File: src/rtl/estacionamiento_pkg.sv
// Shared types and constants for the parking-gate front-end and occupancy counter.
package estacionamiento_pkg;

   typedef enum logic [2:0] {
      IDLE,
      ENT_A,
      ENT_AB,
      ENT_B,
      SAL_B,
      SAL_AB,
      SAL_A,
      WAIT_CLEAR
   } estado_e;

   // Filtered barrier pattern {a,b}, 1 = beam blocked.
   localparam logic [1:0] P_LIBRE = 2'b00;
   localparam logic [1:0] P_A     = 2'b10;
   localparam logic [1:0] P_AB    = 2'b11;
   localparam logic [1:0] P_B     = 2'b01;

   localparam int unsigned CUENTA_W = 8;

endpackage

File: src/rtl/filtro_sensor.sv
// One barrier input: 2-flop synchronizer plus optional debounce filter.
// Debounce is compiled in with SENSOR_DEBOUNCE_EN.
module filtro_sensor #(
   parameter int unsigned DEBOUNCE_CYCLES = 4
) (
   input  logic clk_i,
   input  logic reset_i,
   input  logic sensor_i,
   output logic filt_o
);

   logic [1:0] sync_q;

   always_ff @(posedge clk_i) begin
      if (reset_i) sync_q <= '0;
      else         sync_q <= {sync_q[0], sensor_i};
   end

   if (DEBOUNCE_CYCLES < 1) begin : g_bad_deb
      $error("filtro_sensor: DEBOUNCE_CYCLES must be at least 1");
   end

`ifdef SENSOR_DEBOUNCE_EN
   localparam int unsigned CW = $clog2(DEBOUNCE_CYCLES + 1);

   logic [CW-1:0] cnt_q, cnt_d;
   logic          filt_q, filt_d;

   // Counter runs only while the synchronized bit disagrees; any agreement resets it.
   always_comb begin
      cnt_d  = '0;
      filt_d = filt_q;
      if (sync_q[1] != filt_q) begin
         if (cnt_q == CW'(DEBOUNCE_CYCLES - 1)) filt_d = sync_q[1];
         else                                   cnt_d  = cnt_q + 1'b1;
      end
   end

   always_ff @(posedge clk_i) begin
      if (reset_i) begin
         cnt_q  <= '0;
         filt_q <= 1'b0;
      end else begin
         cnt_q  <= cnt_d;
         filt_q <= filt_d;
      end
   end

   assign filt_o = filt_q;
`else
   assign filt_o = sync_q[1];
`endif

endmodule

File: src/rtl/detector_sentido.sv
// Decodes the blocking order of the two gate barriers into entry/exit pulses.
// Optional sensor debounce is enabled with SENSOR_DEBOUNCE_EN.
module detector_sentido
   import estacionamiento_pkg::*;
#(
   parameter int unsigned DEBOUNCE_CYCLES = 4,
   parameter int unsigned TIMEOUT_CYCLES  = 1000
) (
   input  logic clk,
   input  logic reset,
   input  logic sensor_a,
   input  logic sensor_b,
   output logic auto_entra,
   output logic auto_sale,
   output logic ocupado,
   output logic error_seq
);

   localparam int unsigned TW = $clog2(TIMEOUT_CYCLES + 1);

   if (TIMEOUT_CYCLES < 2) begin : g_bad_tmo
      $error("detector_sentido: TIMEOUT_CYCLES must be at least 2");
   end

   logic       a_f, b_f;
   logic [1:0] p;

   filtro_sensor #(.DEBOUNCE_CYCLES(DEBOUNCE_CYCLES)) u_filtro_a (
      .clk_i(clk), .reset_i(reset), .sensor_i(sensor_a), .filt_o(a_f)
   );

   filtro_sensor #(.DEBOUNCE_CYCLES(DEBOUNCE_CYCLES)) u_filtro_b (
      .clk_i(clk), .reset_i(reset), .sensor_i(sensor_b), .filt_o(b_f)
   );

   assign p = {a_f, b_f};

   estado_e       estado_q, estado_d;
   logic [TW-1:0] tmo_q, tmo_d;
   logic          entra_q, entra_d, sale_q, sale_d, err_q, err_d;

   always_comb begin
      estado_d = estado_q;
      entra_d  = 1'b0;
      sale_d   = 1'b0;
      err_d    = 1'b0;
      tmo_d    = '0;

      unique case (estado_q)
         IDLE:
            if      (p == P_A)  estado_d = ENT_A;
            else if (p == P_B)  estado_d = SAL_B;
            else if (p == P_AB) begin estado_d = WAIT_CLEAR; err_d = 1'b1; end
         ENT_A:
            if      (p == P_AB)    estado_d = ENT_AB;
            else if (p == P_LIBRE) estado_d = IDLE;
            else if (p == P_B)     begin estado_d = WAIT_CLEAR; err_d = 1'b1; end
         ENT_AB:
            if      (p == P_B)     estado_d = ENT_B;
            else if (p == P_A)     estado_d = ENT_A;
            else if (p == P_LIBRE) begin estado_d = WAIT_CLEAR; err_d = 1'b1; end
         ENT_B:
            if      (p == P_LIBRE) begin estado_d = IDLE; entra_d = 1'b1; end
            else if (p == P_AB)    estado_d = ENT_AB;
            else if (p == P_A)     begin estado_d = WAIT_CLEAR; err_d = 1'b1; end
         SAL_B:
            if      (p == P_AB)    estado_d = SAL_AB;
            else if (p == P_LIBRE) estado_d = IDLE;
            else if (p == P_A)     begin estado_d = WAIT_CLEAR; err_d = 1'b1; end
         SAL_AB:
            if      (p == P_A)     estado_d = SAL_A;
            else if (p == P_B)     estado_d = SAL_B;
            else if (p == P_LIBRE) begin estado_d = WAIT_CLEAR; err_d = 1'b1; end
         SAL_A:
            if      (p == P_LIBRE) begin estado_d = IDLE; sale_d = 1'b1; end
            else if (p == P_AB)    estado_d = SAL_AB;
            else if (p == P_B)     begin estado_d = WAIT_CLEAR; err_d = 1'b1; end
         WAIT_CLEAR:
            if (p == P_LIBRE) estado_d = IDLE;
         default: estado_d = IDLE;
      endcase

      // Timeout only advances while parked in an ENT_*/SAL_* state.
      if (estado_d == estado_q && estado_q != IDLE && estado_q != WAIT_CLEAR) begin
         if (tmo_q == TW'(TIMEOUT_CYCLES - 1)) begin
            estado_d = WAIT_CLEAR;
            err_d    = 1'b1;
         end else begin
            tmo_d = tmo_q + 1'b1;
         end
      end
   end

   always_ff @(posedge clk) begin
      if (reset) begin
         estado_q <= IDLE;
         tmo_q    <= '0;
         entra_q  <= 1'b0;
         sale_q   <= 1'b0;
         err_q    <= 1'b0;
      end else begin
         estado_q <= estado_d;
         tmo_q    <= tmo_d;
         entra_q  <= entra_d;
         sale_q   <= sale_d;
         err_q    <= err_d;
      end
   end

   assign auto_entra = entra_q;
   assign auto_sale  = sale_q;
   assign error_seq  = err_q;
   assign ocupado    = (estado_q != IDLE);

endmodule

File: config.mk
export PLATFORM = sky130hd
export DESIGN_NAME = detector_sentido
export DESIGN_NICKNAME = d
export VERILOG_FILES = /design/src/rtl/estacionamiento_pkg.sv /design/src/rtl/filtro_sensor.sv /design/src/rtl/detector_sentido.sv
export SDC_FILE = /design/constraint.sdc
export NUM_CORES = 1
export LEC_CHECK = 0
export CORE_MARGIN = 2
export CORE_UTILIZATION = 55
export DETAILED_ROUTE_END_ITERATION = 10
export DONT_BUFFER_PORTS = 1
export PLACE_DENSITY = 0.7
export SYNTH_ARGS = -nofsm -noshare
export SYNTH_HDL_FRONTEND = slang
export SYNTH_SLANG_ARGS = --single-unit
File: constraint.sdc
create_clock -name clk -period 2.3 [get_ports clk]
set_input_delay 0.115 -clock clk [delete_from_list [all_inputs] [get_ports clk]]
set_output_delay 0.115 -clock clk [all_outputs]
set_load 0.005 [all_outputs]
==> results of run 1 <==
## cell type report
cell class | count | area share, %
Timing Repair Buffer | 3 | 2.75
Inverter | 2 | 0.687
Multi-Input combinational cell | 85 | 52.2
Clock inverter | 1 | 2.75
Clock buffer | 3 | 2.06
Tap cell | 25 | 2.86
Sequential cell | 20 | 36.7
## per-layer routing
metal | share of wire [%] | GRT usage [%] | up-vias
li1 | - | - | 397
met1 | 52 | 27.1 | 356
met2 | 42 | 26.0 | 12
met3 | 3.8 | 6.92 | 5
met4 | 1.6 | 8.33 | 0
met5 | 0 | 0 | -
## worst paths after layout
kind	end	cells past startpoint
max reg2reg	estado_q[0]	4
min	tmo_q[1]	3
max	estado_q[0]	4
min reg2reg	u_filtro_b.sync_q[1]	1
## synthesized netlist by cell type (2+ instances only)
| cell | count |
|---|---|
| nor4_1 | 2 |
| nand2b_1 | 10 |
| mux2i_1 | 3 |
| o21ai_0 | 3 |
| nor3_1 | 4 |
| clkbuf_1 | 4 |
| xnor2_1 | 7 |
| inv_1 | 2 |
| xor2_1 | 3 |
| nor2_1 | 13 |
| nand2_1 | 5 |
| dfxtp_1 | 20 |
| nand3_1 | 3 |
| nor2b_1 | 4 |
| nand3b_1 | 4 |
| buf_4 | 2 |
| a21oi_1 | 4 |
| a21o_1 | 2 |
| a31oi_1 | 3 |
## cell families (layout without fill, tap and decap cells)
| kind of cell | Yosys count | after routing |
|---|---|---|
| AND/OR/NAND/NOR | 51 | 51 |
| AO/OA/AOI/OAI | 20 | 20 |
| flip-flops | 20 | 20 |
| XOR/XNOR | 10 | 10 |
| buffers and inverters | 9 | 9 |
| multiplexers | 3 | 3 |
| adder cells (fa/ha/maj) | 1 | 1 |
## report_power, final
part | switching, W | internal, W
clock | 0.000114 | 0.000176
combinational | 0.0000207 | 0.0000295
sequential | 0.0000176 | 0.000354
total | 0.000152 | 0.000559
## state kept, by name (all words and copies together) (netlist names)
name	count
auto_entra	1
auto_sale	1
error_seq	1
estado_q	3
tmo_q	10
u_filtro_a.sync_q	2
u_filtro_b.sync_q	2
## per-stage QoR
step / util, % / power [W] / instances
floorplan: - / 0.000421 / 114
global placement: 58.5 / 0.000421 / 132
detailed placement: 58.5 / 0.000423 / 132
CTS: 63.3 / 0.000717 / 139
global route: 63.3 / 0.000744 / 139
finish: 63.3 / 0.000711 / 139
## worst max-delay path, stage by stage, from the launching register on
cell	delay [ns]
dfxtp_1	0.67
or3b_1	0.41
a21oi_2	0.23
o21bai_2	0.12
a31oi_1	0.16
## what timing repair did
item,in CTS,in global routing
resized for setup,0,0
endpoints found under the hold margin,10,0
hold buffers,3,0
setup endpoints to repair,0,0
==> tab_implementation.tex, run 1 <==
\begin{tabular}{lr}
\hline
Metric & Value \\
\hline
\multicolumn{2}{l}{\textbf{Placement}} \\
Final RePlAce weighted congestion & 0.868 \\
Minimum setup slack after placement & 0.678 ns \\
Quantity of I/O buffers inserted on ports & 0 \\
Total placed instance area & 0.00101 sq mm \\
DP Wirelength & 1.10 mm \\
\multicolumn{2}{l}{\textbf{Floorplanning}} \\
Starting Density & 58.7\% \\
Horiz. Die Dim & 46.9 um \\
Number of placement rows & 15 \\
Area of the core & 0.00173 sq mm \\
Height of the chip & 46.9 um \\
Top-level port count & 8 \\
Die Footprint & 0.00220 sq mm \\
\multicolumn{2}{l}{\textbf{Timing}} \\
Hold Vio Cnt, Final & 0 \\
Least-Margin Pin Slew & 0.521 ns \\
Min Clock Period, post-route & 1.66 ns \\
Tightest slew margin relative to the limit & 65.2\% \\
Number of failing setup endpoints in the final timing report & 0 \\
Setup repair after global routing missed its margin & no \\
Post-route clock skew & 0.00737 ns \\
Summed negative setup slack over all endpoints & 0 ns \\
Final worst-path setup slack & 0.643 ns \\
Fin. max-slew vios & 0 \\
Worst-case hold slack & 0.0757 ns \\
Ratio of final minimum period to clock period & 72.1\% \\
Max Clock Freq & 0.603 GHz \\
\multicolumn{2}{l}{\textbf{Synth}} \\
Mapped Nets & 119 \\
Instance count of the mapped netlist & 114 \\
Share of synthesized cell area in and, or, nand and nor gates & 28.1\% \\
Post-Syn Area & 0.00101 sq mm \\
Fraction of the mapped netlist area in adder cells & 1.23\% \\
Compound-gate portion of the synthesized area & 15.3\% \\
Top cells by area in the synthesized netlist & dfxtp\_1, nand2b\_1, xnor2\_1 \\
Top FF cell, synth & dfxtp\_1 \\
Ys async rst share & 0\% \\
\#FFs+latches synth & 20 \\
EDFF count, synth & 0 \\
Yosys warns & 0 \\
Post-synthesis mux area share & 2.96\% \\
Number of distinct standard cells referenced by the synthesized netlist & 35 \\
Synthesized-area fraction occupied by xor and xnor cells & 8.64\% \\
Dominant combinational cell family by area after synthesis & simple AND/OR/NAND/NOR gates \\
Post-Synthesis Mean Instance Area & 8.89 sq um \\
Area share of the largest cell type after synthesis & 39.5\% \\
Cell type with the largest total area after synthesis & dfxtp\_1 \\
Share of synthesized area occupied by flip-flops and latches & 39.5\% \\
\multicolumn{2}{l}{\textbf{Finish}} \\
Count of inserted antenna diode cells & 0 \\
Area taken by flip-flops and latches & 400 sq um \\
Layout cells sized above 1 & 7.89\% \\
Most common cell after layout, fill and taps aside & dfxtp\_1 \\
Area growth from synthesis to final layout & 7.78\% \\
Layout Nets & 120 \\
Number of filler instances in the final layout & 157 \\
Area of combinational cells with multiple inputs & 571 sq um \\
Area of all placed cells without fillers & 0.00109 sq mm \\
Most used cells in the layout excluding fill and tap cells & dfxtp\_1, nor2\_1, nand2b\_1 \\
\multicolumn{2}{l}{\textbf{Setup path}} \\
Setup crit start kind & flop \\
Reg-to-reg startpoint & estado\_q[0] \\
Kind of critical path & reg2reg \\
WP data arrival & 1.89 ns \\
Capturing element type of the critical path & flop \\
Highest fanout seen on the critical path & 19 \\
Setup slack of the most critical reg-to-reg path & 0.64 ns \\
Req. time, crit path & 2.53 ns \\
Launching instance or port of the critical path & estado\_q[0] \\
\multicolumn{2}{l}{\textbf{Status}} \\
Run status & finished clean \\
\multicolumn{2}{l}{\textbf{Clock network}} \\
Clock network latency to the later pin of the worst-skew pair & 0.31 ns \\
Number of sinks on the clock net & 20 \\
TritonCTS clock tree & yes \\
CTS Buf Count & 3 \\
Clock slew at reported path FFs & 0.11 ns \\
H-tree levels & 1 \\
Maximum number of buffers from clock root to sink & 2 \\
Post-CTS Setup Bufs & 0 \\
Root buffer cell & clkbuf\_4 \\
\multicolumn{2}{l}{\textbf{Power and ir drop}} \\
Leak & 0.331 nW \\
VDD IR max & 580 uV \\
Areal power density over the cells & 651 mW/mm\^{}2 \\
\multicolumn{2}{l}{\textbf{Detailed routing}} \\
Via/cell ratio & 5.54 \\
Routed vias & 770 \\
DRC violations left & 0 \\
First-pass iteration count of the detailed router & 4 \\
Number of DRC markers in iteration 0 & 12 \\
Antenna-violating nets left & 0 \\
Wire per inst & 12.2 um \\
Final WL & 1.70 mm \\
\multicolumn{2}{l}{\textbf{GRT}} \\
Aggregate global routing overflow & 0 \\
Initial antenna violation count & 0 \\
Largest net degree at the start of global routing & 20 \\
Overall routing resource usage & 19.1\% \\
Vias in the first global route & 649 \\
Global-route wire length before repair & 2.88 mm \\
\multicolumn{2}{l}{\textbf{Hold path}} \\
Hold path startpoint & reset \\
Path type of the worst min-delay path & in2reg \\
\multicolumn{2}{l}{\textbf{Flow run}} \\
Max-cap violation count & 0 \\
\hline
\end{tabular}
(Power assumes the default switching activity.)
==> run 2, diff against run 1 <==
Clock period 2.3 ns to 1.6 ns, I/O delays scaled along.
==> run 2 against run 1 <==
Against the previous run: largest cell class unchanged; global-route usage is 1.1 points lower; clock power shrank 22%; maximum frequency up 11%; register-to-register slack got worse by 0.53 ns; combinational power increased by 80%; clock-buffer cell count unchanged; core utilization is 0.072 points higher; final cell count up 2.2%; hold slack got worse by 0.0084 ns; critical path depth up 1; non-clock buffer count up 4; critical endpoint is now estado_q[1].
==> tab_implementation.tex, run 2 (same netlist as run 1, synthesis figures left out) <==
\begin{tabular}{lr}
\hline
Metric & Value \\
\hline
\multicolumn{2}{l}{\textbf{Timing}} \\
Ratio of final minimum period to clock period & 93.2\% (was 72.1\%) \\
Number of failing setup endpoints in the final timing report & 0 (unchanged) \\
Setup repair after global routing missed its margin & no (unchanged) \\
Summed negative setup slack over all endpoints & 0 ns (unchanged) \\
Tightest slew margin relative to the limit & 75.8\% (was 65.2\%) \\
Post-route clock skew & 0.00104 ns (was 0.00737 ns) \\
Max Clock Freq & 0.671 GHz (was 0.603 GHz) \\
Min Clock Period, post-route & 1.49 ns (was 1.66 ns) \\
Hold Vio Cnt, Final & 0 (unchanged) \\
Fin. max-slew vios & 0 (unchanged) \\
Least-Margin Pin Slew & 0.352 ns (was 0.521 ns) \\
\multicolumn{2}{l}{\textbf{Finish}} \\
Register bank with the most flops & tmo\_q (unchanged) \\
Area growth from synthesis to final layout & 7.90\% (was 7.78\%) \\
Area of combinational cells with multiple inputs & 571 sq um (unchanged) \\
Most used cells in the layout excluding fill and tap cells & dfxtp\_1, nor2\_1, nand2b\_1 (unchanged) \\
Non-filler cells, final & 142 (was 139) \\
Max reg flops & 10 (unchanged) \\
Layout cells sized above 1 & 11.1\% (was 7.89\%) \\
Area taken by flip-flops and latches & 402 sq um (was 400 sq um) \\
Regs by FF count & tmo\_q (10), estado\_q (3) (unchanged) \\
Layout Nets & 124 (was 120) \\
Count of inserted antenna diode cells & 0 (unchanged) \\
Most common cell after layout, fill and taps aside & dfxtp\_1 (unchanged) \\
Number of filler instances in the final layout & 161 (was 157) \\
\multicolumn{2}{l}{\textbf{Detailed routing}} \\
DRC violations left & 0 (unchanged) \\
Number of DRC markers in iteration 0 & 23 (was 12) \\
Wire per inst & 11.7 um (was 12.2 um) \\
First-pass iteration count of the detailed router & 4 (unchanged) \\
Via/cell ratio & 5.49 (was 5.54) \\
Routed vias & 780 (was 770) \\
Antenna-violating nets left & 0 (unchanged) \\
Final WL & 1.66 mm (was 1.70 mm) \\
\multicolumn{2}{l}{\textbf{Floorplanning}} \\
Area of the core & 0.00173 sq mm (unchanged) \\
Top-level port count & 8 (unchanged) \\
Die Footprint & 0.00220 sq mm (unchanged) \\
Height of the chip & 46.9 um (unchanged) \\
Horiz. Die Dim & 46.9 um (unchanged) \\
Number of placement rows & 15 (unchanged) \\
Starting Density & 58.7\% (unchanged) \\
\multicolumn{2}{l}{\textbf{Status}} \\
Run status & finished clean (unchanged) \\
\multicolumn{2}{l}{\textbf{Clock network}} \\
Post-CTS Setup Bufs & 0 (unchanged) \\
Number of sinks on the clock net & 20 (unchanged) \\
TritonCTS clock tree & yes (unchanged) \\
CTS Buf Count & 3 (unchanged) \\
Root buffer cell & clkbuf\_4 (unchanged) \\
Clock network latency to the later pin of the worst-skew pair & 0.28 ns (was 0.31 ns) \\
H-tree levels & 1 (unchanged) \\
Clock slew at reported path FFs & 0.10 ns (was 0.11 ns) \\
Maximum number of buffers from clock root to sink & 2 (unchanged) \\
\multicolumn{2}{l}{\textbf{Power and ir drop}} \\
Clock Power Share & 26.9\% (was 40.8\%) \\
Leak & 0.339 nW (was 0.331 nW) \\
Sequential Power Share & 62.3\% (was 52.2\%) \\
Logic pwr share & 10.8\% (was 7.1\%) \\
Areal power density over the cells & 766 mW/mm\^{}2 (was 651 mW/mm\^{}2) \\
P\_int & 0.000643 W (was 0.000559 W) \\
Final Power & 0.000837 W (was 0.000711 W) \\
VDD IR max & 498 uV (was 580 uV) \\
Net Switching & 0.000194 W (was 0.000152 W) \\
Fraction of power spent switching nets & 23.2\% (was 21.4\%) \\
\multicolumn{2}{l}{\textbf{GRT}} \\
Vias in the first global route & 656 (was 649) \\
Initial antenna violation count & 0 (unchanged) \\
Aggregate global routing overflow & 0 (unchanged) \\
Overall routing resource usage & 18.1\% (was 19.1\%) \\
Global-route wire length before repair & 2.83 mm (was 2.88 mm) \\
Largest net degree at the start of global routing & 17 (was 20) \\
\multicolumn{2}{l}{\textbf{Setup path}} \\
Number of cells on the worst reg-to-reg path & 5 (was 4) \\
Cell breakdown of the critical path & ha\_1 > nand4b\_1 > or3\_4 > o21bai\_2 > a21oi\_1 (was or3b\_1 > a21oi\_2 > o21bai\_2 > a31oi\_1) \\
Crit path largest cell delay & 0.38 ns (was 0.67 ns) \\
Req. time, crit path & 1.82 ns (was 2.53 ns) \\
Highest fanout seen on the critical path & 4 (was 19) \\
Kind of critical path & reg2reg (unchanged) \\
Critical register-to-register path endpoint & estado\_q[1] (was estado\_q[0]) \\
Worst-path cell with the longest stage delay & dfxtp\_1 (unchanged) \\
Capturing element type of the critical path & flop (unchanged) \\
Reg-to-reg startpoint & tmo\_q[0] (was estado\_q[0]) \\
Setup crit start kind & flop (unchanged) \\
WP data arrival & 1.71 ns (was 1.89 ns) \\
Setup slack of the most critical reg-to-reg path & 0.11 ns (was 0.64 ns) \\
\multicolumn{2}{l}{\textbf{Placement}} \\
Quantity of I/O buffers inserted on ports & 0 (unchanged) \\
Cell count after placement & 136 (was 132) \\
DP Wirelength & 1.16 mm (was 1.10 mm) \\
Final RePlAce weighted congestion & 0.821 (was 0.868) \\
\multicolumn{2}{l}{\textbf{Hold path}} \\
End point of the most critical hold path & tmo\_q[1] (unchanged) \\
Path type of the worst min-delay path & in2reg (unchanged) \\
Depth of the worst hold-timing path & 3 (unchanged) \\
Hold path startpoint & reset (unchanged) \\
\multicolumn{2}{l}{\textbf{Flow run}} \\
Max-cap violation count & 0 (unchanged) \\
\hline
\end{tabular}
==> run 2: area by class of cell <==
class | count | share of cell area (%)
repair buffers | 7 | 5.49
inverters | 2 | 0.686
multi-input cells | 85 | 52.2
flip-flops and latches | 20 | 36.7
well taps | 25 | 2.86
clock buffers | 3 | 2.06
==> run 2: power by group through the flow <==
stage / Sequential (W) / Combinational (W) / Clock [W]
after global routing: 0.000525 / 0.000101 / 0.000255
after CTS: 0.000521 / 0.0000906 / 0.000233
after global placement: 0.000532 / 0.0000805 / 0
after detailed placement: 0.000532 / 0.0000815 / 0
after floorplan: 0.000525 / 0.0000805 / 0
final: 0.000521 / 0.0000906 / 0.000225
==> run 2: repair_timing <==
item / in CTS / in global routing
hold buffers: 3 / 0
hold endpoints to repair: 10 / 0
endpoints found under the setup margin: 0 / 14
resized for setup: 0 / 1
==> run 2: critical path, delay by kind of cell (launching register included) <==
family | cells | cell delay, ns
DFF | 1 | 0.38
and+or+nand+nor | 2 | 0.45
AOI/OAI and AO/OA | 2 | 0.40
adders and majority gates | 1 | 0.19
==> run 2: worst max path at each step <==
stage / from / to / slack (ns) / cells after the start
2_1_floorplan: tmo_q[0] / estado_q[0] / 0.18 / 5
3_3_place_gp: tmo_q[0] / estado_q[0] / 0.14 / 5
3_5_place_dp: estado_q[2] / tmo_q[9] / 0.12 / 4
4_1_cts: estado_q[2] / tmo_q[9] / 0.11 / 4
5_1_grt: tmo_q[0] / estado_q[1] / 0.02 / 5
6_report: tmo_q[0] / estado_q[1] / 0.11 / 5
==> run 2: through the flow <==
step	hold WS [ns]	util (%)	worst slack, ns	instance area, sq um
6_report	0.0672	63.3	0.109	1090
2_1_floorplan	0.208	-	0.184	1010
3_5_place_dp	0.154	60.2	0.123	1040
5_1_grt	0.0741	63.3	0.0174	1090
3_3_place_gp	0.154	60.2	0.137	1040
4_1_cts	0.0711	63.3	0.105	1090
==> run 2: metal layers <==
layer  part of all wire, %  GRT usage [%]
met5                     0              0
met4                  0.72           5.00
met3                   3.3           4.62
met2                    42           26.0
met1                    53           26.7
==> run 3, diff against run 2 <==
Settings changed: MAX_ROUTING_LAYER from default to met4.
==> run 3 against run 2 <==
Against the previous run: sequential power about the same; hold slack improved by 0.0036 ns; power decreased by 0.31%; non-clock buffer count unchanged; combinational power about the same; clock-buffer cell count unchanged; highest routed layer unchanged; final cell count unchanged.
==> tab_implementation.tex, run 3 (same netlist as run 1, synthesis figures left out) <==
\begin{tabular}{lr}
\hline
Metric & Value \\
\hline
\multicolumn{2}{l}{\textbf{Finish}} \\
Layout Nets & 124 (unchanged) \\
Most used cells in the layout excluding fill and tap cells & dfxtp\_1, nor2\_1, nand2b\_1 (unchanged) \\
Max reg flops & 10 (unchanged) \\
Layout cells sized above 1 & 11.1\% (unchanged) \\
Count of inserted antenna diode cells & 0 (unchanged) \\
Register bank with the most flops & tmo\_q (unchanged) \\
Regs by FF count & tmo\_q (10), estado\_q (3) (unchanged) \\
Most common cell after layout, fill and taps aside & dfxtp\_1 (unchanged) \\
Area growth from synthesis to final layout & 7.90\% (unchanged) \\
\multicolumn{2}{l}{\textbf{Setup path}} \\
Highest fanout seen on the critical path & 4 (unchanged) \\
Req. time, crit path & 1.82 ns (about the same) \\
Kind of critical path & reg2reg (unchanged) \\
WP data arrival & 1.70 ns (was 1.71 ns) \\
Crit path largest cell delay & 0.38 ns (about the same) \\
Setup crit start kind & flop (unchanged) \\
Cell breakdown of the critical path & ha\_1 > nand4b\_1 > or3\_4 > o21bai\_2 > a21oi\_1 (unchanged) \\
Worst-path cell with the longest stage delay & dfxtp\_1 (unchanged) \\
Capturing element type of the critical path & flop (unchanged) \\
\multicolumn{2}{l}{\textbf{Detailed routing}} \\
Wire per inst & 11.6 um (was 11.7 um) \\
Number of DRC markers in iteration 0 & 20 (was 23) \\
Final WL & 1.65 mm (was 1.66 mm) \\
Antenna-violating nets left & 0 (unchanged) \\
First-pass iteration count of the detailed router & 4 (unchanged) \\
Via/cell ratio & 5.49 (about the same) \\
Routed vias & 779 (was 780) \\
DRC violations left & 0 (unchanged) \\
\multicolumn{2}{l}{\textbf{Timing}} \\
Summed negative setup slack over all endpoints & 0 ns (unchanged) \\
Max Clock Freq & 0.672 GHz (was 0.671 GHz) \\
Tightest slew margin relative to the limit & 75.8\% (about the same) \\
Fin. max-slew vios & 0 (unchanged) \\
Min Clock Period, post-route & 1.49 ns (about the same) \\
Number of failing setup endpoints in the final timing report & 0 (unchanged) \\
Least-Margin Pin Slew & 0.353 ns (was 0.352 ns) \\
Ratio of final minimum period to clock period & 93.1\% (was 93.2\%) \\
Setup repair after global routing missed its margin & no (unchanged) \\
Hold Vio Cnt, Final & 0 (unchanged) \\
Post-route clock skew & 0.00151 ns (was 0.00104 ns) \\
\multicolumn{2}{l}{\textbf{Floorplanning}} \\
Area of the core & 0.00173 sq mm (unchanged) \\
Top-level port count & 8 (unchanged) \\
Die Footprint & 0.00220 sq mm (unchanged) \\
Starting Density & 58.7\% (unchanged) \\
Number of placement rows & 15 (unchanged) \\
Height of the chip & 46.9 um (unchanged) \\
Horiz. Die Dim & 46.9 um (unchanged) \\
\multicolumn{2}{l}{\textbf{Clock network}} \\
Number of sinks on the clock net & 20 (unchanged) \\
H-tree levels & 1 (unchanged) \\
TritonCTS clock tree & yes (unchanged) \\
CTS Buf Count & 3 (unchanged) \\
Maximum number of buffers from clock root to sink & 2 (unchanged) \\
Post-CTS Setup Bufs & 0 (unchanged) \\
Root buffer cell & clkbuf\_4 (unchanged) \\
Clock network latency to the later pin of the worst-skew pair & 0.28 ns (about the same) \\
Clock slew at reported path FFs & 0.10 ns (about the same) \\
\multicolumn{2}{l}{\textbf{GRT}} \\
Aggregate global routing overflow & 0 (unchanged) \\
Vias in the first global route & 655 (was 656) \\
Largest net degree at the start of global routing & 17 (unchanged) \\
Initial antenna violation count & 0 (unchanged) \\
Global-route wire length before repair & 2.84 mm (was 2.83 mm) \\
Overall routing resource usage & 18.6\% (was 18.1\%) \\
\multicolumn{2}{l}{\textbf{Placement}} \\
Quantity of I/O buffers inserted on ports & 0 (unchanged) \\
Final RePlAce weighted congestion & 0.833 (was 0.821) \\
DP Wirelength & 1.16 mm (unchanged) \\
\multicolumn{2}{l}{\textbf{Hold path}} \\
Path type of the worst min-delay path & in2reg (unchanged) \\
\multicolumn{2}{l}{\textbf{Status}} \\
Run status & finished clean (unchanged) \\
\multicolumn{2}{l}{\textbf{Power and ir drop}} \\
VDD IR max & 496 uV (was 498 uV) \\
Areal power density over the cells & 763 mW/mm\^{}2 (was 766 mW/mm\^{}2) \\
Final Power & 0.000835 W (was 0.000837 W) \\
Leak & 0.339 nW (unchanged) \\
\multicolumn{2}{l}{\textbf{Flow run}} \\
Max-cap violation count & 0 (unchanged) \\
\hline
\end{tabular}
## run 3: cell counts in the layout (fill, tap and decap cells not counted)
Identical to the previous run, type by type.
## run 3: critical path, delay by kind of cell, from the launching register on
kind | cells | cell delay [ns]
compound gates | 2 | 0.40
flops | 1 | 0.38
fa+ha+maj | 1 | 0.19
simple gates | 2 | 0.45
## run 3: what timing repair did
item | CTS | global route
setup endpoints to repair | 0 | 14
hold buffers | 3 | 0
hold endpoints to repair | 10 | 0
resized for setup | 0 | 1
## run 3: through the flow
step / util, % / hold slack [ns] / instances / instance area [sq um] / worst slack [ns]
6_report: 63.3 / 0.0708 / 142 / 1090 / 0.111
5_1_grt: 63.3 / 0.0741 / 142 / 1090 / 0.0174
4_1_cts: 63.3 / 0.0711 / 142 / 1090 / 0.105
3_5_place_dp: 60.2 / 0.154 / 136 / 1040 / 0.123
3_3_place_gp: 60.2 / 0.154 / 136 / 1040 / 0.137
2_1_floorplan: - / 0.208 / 114 / 1010 / 0.184
## run 3: layout make-up
cell class / instances / area (sq um)
inverters: 2 / 7.51
multi-input cells: 85 / 571
fillers: 161 / 633
flip-flops and latches: 20 / 402
well taps: 25 / 31.3
repair buffers: 7 / 60.1
clock buffers: 3 / 22.5
## run 3: report_power, final
part	switching, W	total [W]	internal (W)
sequential	0.0000128	0.000521	0.000508
clock	0.000135	0.000223	0.0000872
combinational	0.0000434	0.0000906	0.0000472
total	0.000192	0.000835	0.000643
## run 3: final timing paths
check | startpoint | to | slack (ns) | depth (start not counted)
setup / recovery | tmo_q[0] | estado_q[1] | 0.11 | 5
hold / removal | reset | tmo_q[1] | 0.07 | 3
setup reg to reg | tmo_q[0] | estado_q[1] | 0.11 | 5
hold reg to reg | u_filtro_a.sync_q[0] | u_filtro_a.sync_q[1] | 0.46 | 1
## run 3: per-layer routing
| layer | wire length (um) | track usage, % | vias to the layer above |
|---|---|---|---|
| met4 | 13 | 5.00 | 0 |
| met3 | 51 | 4.62 | 2 |
| met2 | 706 | 26.0 | 11 |
| met5 | 0 | - | - |
| li1 | - | - | 401 |
| met1 | 882 | 26.7 | 365 |
